==> src/rtl/useq_pkg.sv <==
// Shared types and constants for the microsequencer controller and its loop counter.
package useq_pkg;

    localparam int USEQ_ROM_ADDR_W = 8;
    localparam int USEQ_LOOP_W     = 6;
    localparam int USEQ_MAX_UOPS   = 64;
    localparam int USEQ_ROM_ROWS   = 1 << USEQ_ROM_ADDR_W;

    typedef logic [USEQ_ROM_ADDR_W-1:0] t_rom_addr;

    localparam t_rom_addr USEQ_ROM_FIRST = '0;
    localparam t_rom_addr USEQ_ROM_LAST  = '1;

    typedef enum logic {
        USEQ_IDLE  = 1'b0,
        USEQ_FETCH = 1'b1
    } t_useq_fsm;

    typedef struct packed {
        logic                   eom;
        logic                   jmp;
        logic                   loop;
        logic                   ldcnt;
        t_rom_addr              tgt;
        logic [USEQ_LOOP_W-1:0] cnt;
    } t_useq_ctl;

endpackage

==> src/rtl/useq_loop_cnt.sv <==
// Loop counter for ucode flows: cleared on flow entry, loaded by ldcnt rows, decremented by taken loops.
module useq_loop_cnt #(
    parameter int W = 6
) (
    input  logic         clk,
    input  logic         reset,
    input  logic         clr,
    input  logic         load,
    input  logic [W-1:0] load_val,
    input  logic         dec,
    output logic [W-1:0] cnt,
    output logic         zero
);

    // Load takes priority over decrement so an ldcnt row always sets a fresh count.
    always_ff @(posedge clk) begin
        if (reset || clr) begin
            cnt <= '0;
        end else if (load) begin
            cnt <= load_val;
        end else if (dec) begin
            cnt <= cnt - 1'b1;
        end
    end

    assign zero = (cnt == '0);

endmodule

==> src/rtl/useq_ctl.sv <==
// Microsequencer controller: takes decode traps into the ucode ROM and walks the flow one uop per cycle.
module useq_ctl
    import useq_pkg::*;
#(
    parameter int ROM_ADDR_W = USEQ_ROM_ADDR_W,
    parameter int LOOP_W     = USEQ_LOOP_W,
    parameter int MAX_UOPS   = USEQ_MAX_UOPS
) (
    input  logic                  clk,
    input  logic                  reset,
    input  logic                  nuke_rb1,
    input  logic                  trap_valid_de1,
    input  logic [ROM_ADDR_W-1:0] trap_addr_de1,
    output logic                  trap_ready_uc0,
    input  logic                  rename_ready_rn0,
    output logic [ROM_ADDR_W-1:0] rom_addr_uc0,
    input  logic                  rom_eom_uc0,
    input  logic                  rom_jmp_uc0,
    input  logic                  rom_loop_uc0,
    input  logic                  rom_ldcnt_uc0,
    input  logic [ROM_ADDR_W-1:0] rom_tgt_uc0,
    input  logic [LOOP_W-1:0]     rom_cnt_uc0,
    output logic                  uop_valid_uc0,
    output logic                  active_uc0,
    output logic                  err_uc0
);

    localparam int NUOPS_W = $clog2(MAX_UOPS) + 1;

    t_useq_fsm             state;
    t_useq_ctl             row;
    logic [ROM_ADDR_W-1:0] pc;
    logic [ROM_ADDR_W-1:0] pc_next;
    logic [NUOPS_W-1:0]    nuops;
    logic                  err;
    logic [LOOP_W-1:0]     cnt;
    logic                  cnt_zero;
    logic                  accept;
    logic                  advance;
    logic                  loop_taken;
    logic                  pc_wrap;
    logic                  watchdog;

    assign row = '{eom:   rom_eom_uc0,
                   jmp:   rom_jmp_uc0,
                   loop:  rom_loop_uc0,
                   ldcnt: rom_ldcnt_uc0,
                   tgt:   t_rom_addr'(rom_tgt_uc0),
                   cnt:   USEQ_LOOP_W'(rom_cnt_uc0)};

    assign trap_ready_uc0 = (state == USEQ_IDLE) && rename_ready_rn0 && !nuke_rb1;
    assign accept         = trap_valid_de1 && trap_ready_uc0;
    assign uop_valid_uc0  = (state == USEQ_FETCH) && !nuke_rb1;
    assign active_uc0     = uop_valid_uc0;
    assign advance        = uop_valid_uc0 && rename_ready_rn0;
    assign rom_addr_uc0   = pc;
    assign err_uc0        = err;

    assign loop_taken = row.loop && !cnt_zero;
    assign watchdog   = (nuops == NUOPS_W'(MAX_UOPS - 1)) && !row.eom;

    // A loop row outranks a jump on the same row, even when it falls through.
    always_comb begin
        pc_wrap = 1'b0;
        if (loop_taken || (row.jmp && !row.loop)) begin
            pc_next = ROM_ADDR_W'(row.tgt);
        end else begin
            pc_next = pc + 1'b1;
            pc_wrap = &pc;
        end
    end

    useq_loop_cnt #(.W(LOOP_W)) u_loop_cnt (
        .clk      (clk),
        .reset    (reset),
        .clr      (accept),
        .load     (advance && row.ldcnt),
        .load_val (LOOP_W'(row.cnt)),
        .dec      (advance && !row.eom && loop_taken && !row.ldcnt),
        .cnt      (cnt),
        .zero     (cnt_zero)
    );

    // Nuke beats everything; eom leaves pc on the last row so the next trap simply reloads it.
    always_ff @(posedge clk) begin
        if (reset) begin
            state <= USEQ_IDLE;
            pc    <= ROM_ADDR_W'(USEQ_ROM_FIRST);
            nuops <= '0;
            err   <= 1'b0;
        end else if (nuke_rb1) begin
            state <= USEQ_IDLE;
        end else if (accept) begin
            state <= USEQ_FETCH;
            pc    <= trap_addr_de1;
            nuops <= '0;
        end else if (advance) begin
            nuops <= nuops + 1'b1;
            if (row.eom) begin
                state <= USEQ_IDLE;
            end else begin
                pc <= pc_next;
                if (pc_wrap || watchdog) begin
                    err <= 1'b1;
                end
                if (watchdog) begin
                    state <= USEQ_IDLE;
                end
            end
        end
    end

    // A loop row that also reloads the counter has no defined iteration count.
    assert property (@(posedge clk) disable iff (reset)
        !(uop_valid_uc0 && rom_loop_uc0 && rom_ldcnt_uc0));

endmodule

==> config.mk <==
export PLATFORM = sky130hd
export DESIGN_NAME = useq_ctl
export DESIGN_NICKNAME = d
export VERILOG_FILES = /design/src/rtl/useq_pkg.sv /design/src/rtl/useq_loop_cnt.sv /design/src/rtl/useq_ctl.sv
export SDC_FILE = /design/constraint.sdc
export NUM_CORES = 1
export LEC_CHECK = 0
export ABC_AREA = 1
export CAP_MARGIN = 20
export CORE_UTILIZATION = 52
export DETAILED_ROUTE_END_ITERATION = 10
export PLACE_DENSITY = 0.93
export RECOVER_POWER = 50
export REMOVE_ABC_BUFFERS = 1
export SLEW_MARGIN = 10
export SYNTH_ARGS = -nofsm -noshare
export SYNTH_HDL_FRONTEND = slang
export SYNTH_HIERARCHICAL = 1
export SYNTH_SLANG_ARGS = --single-unit
==> constraint.sdc <==
create_clock -name clk -period 3.75 [get_ports clk]
set_input_delay 0.9375 -clock clk [delete_from_list [all_inputs] [get_ports clk]]
set_output_delay 0.9375 -clock clk [all_outputs]
set_load 0.01 [all_outputs]
==> flow_summary.toml, run 1 <==
[outcome]
status = "finished with violations"
failed_checks = "design-rule violations"

[global_route]
grt.overflow.total = 0
grt_util_all_layers = 0.2348
grt_start_max_net_pins = 22
grt_pass1_wl_mm = 6.189
antenna_found_initial = 0
grt_pass1_vias = 1477

[placed_design]
gp_congestion = 0.8564
dp_slack_ns = 0.5724
port_buffers = 42
dpl.hpwl_mm = 2.858

[timing]
fin_ws_ns = 0.5598
layout_worst_path_cycle_share = 0.8507
setup_viol = 0
fin_skew_ns = 0.001873
hold_viol_final = 0
rsz0062_at_grt = "no"
tightest_slew_ns = 0.9388
final_max_slew_viol_count = 0
tns_ns = 0
layout_min_cycle_time_ns = 3.190
maxSlewHeadroom = 0.3675
fmax_mhz = 313.5

[synthesis]
ys_ff_latch = 23
synth_area_leaders = "dfxtp_1, nand2_1, inv_1, nand3_1, nor2_1"
ys_types = 35
ys_warn_count = 6
syn_area_sq_mm = 0.001620
synthCells = 244
synth-main-ff-cell = "dfxtp_1"
synth_top_area_frac = 0.2842
synth_edf_count = 0
synth.largest_area_cell = "dfxtp_1"
async_flop_share = 0
ys_seq_area_frac = 0.2842
syn_avg_cell_area_sq_um = 6.641

[floorplanning]
start_util = 0.5680
die_x_microns = 57.82
row_count = 19
ios = 43
die_h_microns = 57.82
core_sq_mm = 0.002853
design.die.area_sq_mm = 0.003343

[clock_tree]
cts_num_sinks = 23
cts_buffers = 3
clk_pin_slew_worst_paths_ns = 0.13
post_cts_buffers = 0
clock_latency_ns = 0.31
holdBufCountCts = 0
cts_root_buf = "clkbuf_4"
clockBufferDepth = 2
post_cts_resized = 0
cts-htree-levels = 1
cts_tree = "yes"

[final_layout]
diodes = 0
seq_area_sq_um = 460.4
synthToLayoutAreaGrowth_pct = 25.02
num-fill-cells = 254
fin_nets = 322
drive_gt1_frac = 0.1014
multiInputGateArea_sq_um = 928.4

[worst_setup_path]
cp_max_fo = 21
cp-start-kind = "input port"
required_ns = 3.95
critPathArrivalTime_ns = 3.39
critPathCaptureType = "register"
crit_type = "in2reg"

[detailed_routing]
drc = 3
drt_wl_total_mm = 3.718
vias = 1624
ant_nets = 0
first_iter_violations = 59
routedWlPerCell_microns = 11.73
drt_first_pass_iters = 7
viasPerCell = 5.123

[flow_run]
drv_cap = 0

[pwr]
p_leak_uw = 0.0009312
vdd_drop_max_v = 0.0001799
power_density_mw_per_mm2 = 225.9

[min_path]
min_path_type = "reg2reg"
worst max-delay path, cell delays in order:
cell	delay, ns
dlygate4sd3_1	0.57
inv_1	0.08
nor2_4	0.08
nand3_1	0.66
nand2_1	0.63
inv_1	0.25
nand2_1	0.13
a21oi_2	0.06
metal layers:
| layer | part of all wire | global-route usage | wire [microns] |
|---|---|---|---|
| met5 | 0 | 0 | 0 |
| met2 | 0.49 | 0.4236 | 1822 |
| met1 | 0.46 | 0.2831 | 1724 |
| met4 | 0.010 | 0.08163 | 38 |
| met3 | 0.035 | 0.03348 | 131 |
registers in the layout, indices dropped and copies added (netlist names):
signal,cells
err_uc0,1
nuops,7
rom_addr_uc0,8
state,1
u_loop_cnt/cnt,6
power breakdown:
group,switching (uW),internal (uW)
Sequential,4.82,248
Clock,79.4,39.9
Combinational,39.1,46.6
Total,123,334
cell usage after synthesis (2+ instances only):
master,instances
nand2_4,3
a22oi_1,2
a21oi_1,13
o21ai_0,4
nand4_1,3
dfxtp_1,23
nand3_1,22
nor2_4,3
buf_6,2
o21ai_1,4
nor2_2,3
inv_1,33
nor2_1,18
nand2_2,2
a31oi_1,2
inv_2,5
nand3_2,6
nor3_1,3
o211ai_1,2
ha_1,4
nand2_1,71
or2_0,2
o21bai_2,2
path summary, 6_finish.rpt:
check / startpoint / to / slack, ns / depth (start not counted)
max: rename_ready_rn0 / rom_addr_uc0[3] / 0.56 / 8
min: err_uc0 / err_uc0 / 0.48 / 2
max reg2reg: state / rom_addr_uc0[3] / 1.45 / 6
min reg2reg: err_uc0 / err_uc0 / 0.48 / 2
cell usage in the layout (no fill, tap or decap), types with 4 or more instances in the layout:
cell type,netlist,final
inv_2,5,4
nand2_1,71,73
nand3_2,6,6
nor2_1,18,18
a21oi_1,13,13
o21ai_0,4,5
o21ai_1,4,4
nand3_1,22,23
dlygate4sd3_1,0,6
dfxtp_1,23,23
clkdlybuf4s50_1,0,36
inv_1,33,34
ha_1,4,4
final cells by class:
cell class / count / area share
Multi-Input combinational cell: 178 / 0.4583
Sequential cell: 23 / 0.2273
Timing Repair Buffer: 43 / 0.2112
Inverter: 38 / 0.07041
Tap cell: 31 / 0.01915
Clock buffer: 3 / 0.01112
Clock inverter: 1 / 0.002471
cells by family after synthesis:
kind of cell,Yosys count,share of synthesized area
compound gates,34,0.1313
xor+xnor,1,0.005406
fa+ha+maj,4,0.03089
buf+inv,43,0.1181
flops,23,0.2842
simple gates,139,0.4301
per-stage QoR:
stage / power [uW] / util / instances / instance area, sq um / hold WS [ns]
5_1_grt: 481.8 / 0.7101 / 317 / 2026 / 0.5039
4_1_cts: 463.4 / 0.7241 / 317 / 2066 / 0.4845
2_1_floorplan: 295.9 / - / 239 / 1572 / 0.4352
6_report: 457.6 / 0.7101 / 317 / 2026 / 0.4814
3_5_place_dp: 347.3 / 0.7145 / 313 / 2038 / 0.4651
3_3_place_gp: 345.3 / 0.7145 / 313 / 2038 / 0.4418
(Power assumes the default switching activity.)
==> inputs of run 2 (changes only) <==
- SKIP_CTS_REPAIR_TIMING: not set -> 1
==> results of run 2 <==
Final layout, timing and power as in run 1 (identical DEF).
==> inputs of run 3 (changes only) <==
- ABC_AREA: 1 -> not set
==> run 3 against run 2 <==
Compared with the run above: the run still ends with design-rule violations left; count of clock-buffer cells in the layout is 1 higher; clock skew is 0.00055 ns lower; register-to-register slack worse by 0.10 ns; global-route usage is 2.0 points higher; combinational power is 17% higher; design area is 1.1% higher; largest cell class unchanged; hold slack worse by 0.012 ns; fmax is 1.4% lower.
==> flow_summary.toml, run 3 <==
[synthesis]
syn_avg_cell_area_sq_um = 8.405
synth-main-ff-cell = "dfxtp_1"
ys_seq_area_frac = 0.2868
async_flop_share = 0
synthCells = 191
ys_ff_latch = 23
synth_edf_count = 0
synth_commonest_cells = "dfxtp_1, a21oi_1, nand2_1"
synth.largest_area_cell = "dfxtp_1"
synth_most_common_cell = "dfxtp_1"
syn_area_sq_mm = 0.001605
ys_warn_count = 6
ys_types = 60
synth_top_area_frac = 0.2868
synth_area_leaders = "dfxtp_1, a21oi_1, nand2_1, ha_1, a2111oi_2"

[global_route]
antenna_found_initial = 0
use_met2 = 0.4452
grt_pass1_wl_mm = 6.706
use_met1 = 0.3198
grt_start_max_net_pins = 20
gr-usage-met3 = 0.04989
grt_pass1_vias = 1540
grt_busiest_layer = "met2"
grt_util_all_layers = 0.2551
grt.overflow.total = 0

[min_path]
min-delay-start = "err_uc0"
min_path_cells = 2
min_path_type = "reg2reg"

[detailed_routing]
routedWlPerCell_microns = 15.26
drc = 3
drt_first_pass_iters = 7
viasPerCell = 6.126
drt_wl_total_mm = 3.997
ant_nets = 0
first_iter_violations = 119
vias = 1605

[timing]
tns_ns = 0
fin_skew_ns = 0.001324
hold_viol_final = 0
layout_worst_path_cycle_share = 0.8629
fmax_mhz = 309.0
tightest_slew_ns = 0.5658
layout_min_cycle_time_ns = 3.236
rsz0062_at_grt = "no"
maxSlewHeadroom = 0.6188
final_max_slew_viol_count = 0
setup_viol = 0

[final_layout]
diodes = 0
multiInputGateArea_sq_mm = 0.001052
layout_commonest_cell = "clkdlybuf4s50_1"
largest_reg_flops = 8
mostFrequentLayoutCells = "clkdlybuf4s50_1, dfxtp_1, a21oi_1"
drive_gt1_frac = 0.09091
fin_nets = 267
synthToLayoutAreaGrowth_pct = 27.51
seq_area_sq_um = 460.4
num-fill-cells = 222

[worst_setup_path]
crit_type = "in2out"
cp_num_buf_inv = 2
critPathArrivalTime_ns = 2.30
cp-start-kind = "input port"
critPathCaptureType = "output pin"
crit_cells = 4
cp_max_fo = 7
reg2reg_from = "u_loop_cnt/cnt[0]"
slowest_stage = "dlygate4sd3_1"
path_cells = "dlygate4sd3_1 > nand2b_2 > nor2_1 > clkdlybuf4s50_1"
rr_worst_depth = 9
slowest_delay_ns = 0.65
crit_start = "rename_ready_rn0"
crit_family = "buffers and inverters"
required_ns = 2.81

[pwr]
p_leak_uw = 0.0006836
power_uw = 474.7
vdd_drop_max_v = 0.0001814
power_density_mw_per_mm2 = 231.9

[clock_tree]
cts_buffers = 3
clk_pin_slew_worst_paths_ns = 0.12
clockBufferDepth = 2
clock_latency_ns = 0.31
cts_tree = "yes"
cts_root_buf = "clkbuf_4"
cts-htree-levels = 1
cts_num_sinks = 23

[flow_run]
drv_cap = 0

[floorplanning]
die_x_microns = 57.56
start_util = 0.5674
die_h_microns = 57.56
core_sq_mm = 0.002829
design.die.area_sq_mm = 0.003313
ios = 43
row_count = 19

[placed_design]
dpl.hpwl_mm = 3.008
gp_congestion = 0.8401
port_buffers = 42

[outcome]
status = "finished with violations"
failed_checks = "design-rule violations"
==> run 3: cell type report <==
type                    instances  area share
clock buffers                   4     0.01284
inverters                       7     0.01284
multi-input cells             152      0.5141
flip-flops and latches         23      0.2249
well taps                      31     0.01895
repair buffers                 45      0.2164
==> run 3: power breakdown <==
group / internal [uW] / total [uW] / switching [uW]
clock network: 41.6 / 118 / 76.3
registers: 249 / 257 / 8.18
logic: 55.2 / 99.8 / 44.6
==> run 3: worst paths after layout <==
kind | to | slack [ns]
worst max-delay path | trap_ready_uc0 | 0.51
worst min-delay path | err_uc0 | 0.47
worst max register to register | u_loop_cnt/cnt[5] | 1.35
worst min register to register | err_uc0 | 0.47
==> run 3: cell families after synthesis <==
family | Yosys count | synth area share
AOI/OAI and AO/OA | 62 | 0.2806
DFF | 23 | 0.2868
muxes | 1 | 0.006236
and+or+nand+nor | 78 | 0.3009
adders and majority gates | 4 | 0.03118
xor gates and xnor gates | 7 | 0.03819
buffers and inverters | 16 | 0.05612
==> run 3: worst min-delay path: cells and delay by family, from the launching register on <==
kind,cells,cell delay (ns)
AO/OA/AOI/OAI,1,0.05
flip-flops,1,0.33
buffers and inverters,1,0.05
==> run 3: metal layers <==
layer	routed length, microns	share of wire
met5	0	0
met4	0	0
met3	272	0.068
met2	1982	0.50
met1	1742	0.44
==> run 3: through the flow <==
step	hold slack [ns]	utilization	instance area [sq um]	worst slack [ns]	cells
after floorplan	0.4605	-	1541	1.330	182
after global placement	0.4361	0.7152	2023	0.5714	258
after detailed placement	0.4590	0.7152	2023	0.5452	258
after CTS	0.4783	0.7245	2049	0.5477	262
after global routing	0.5157	0.7236	2047	0.4466	262
final	0.4695	0.7236	2047	0.5143	262
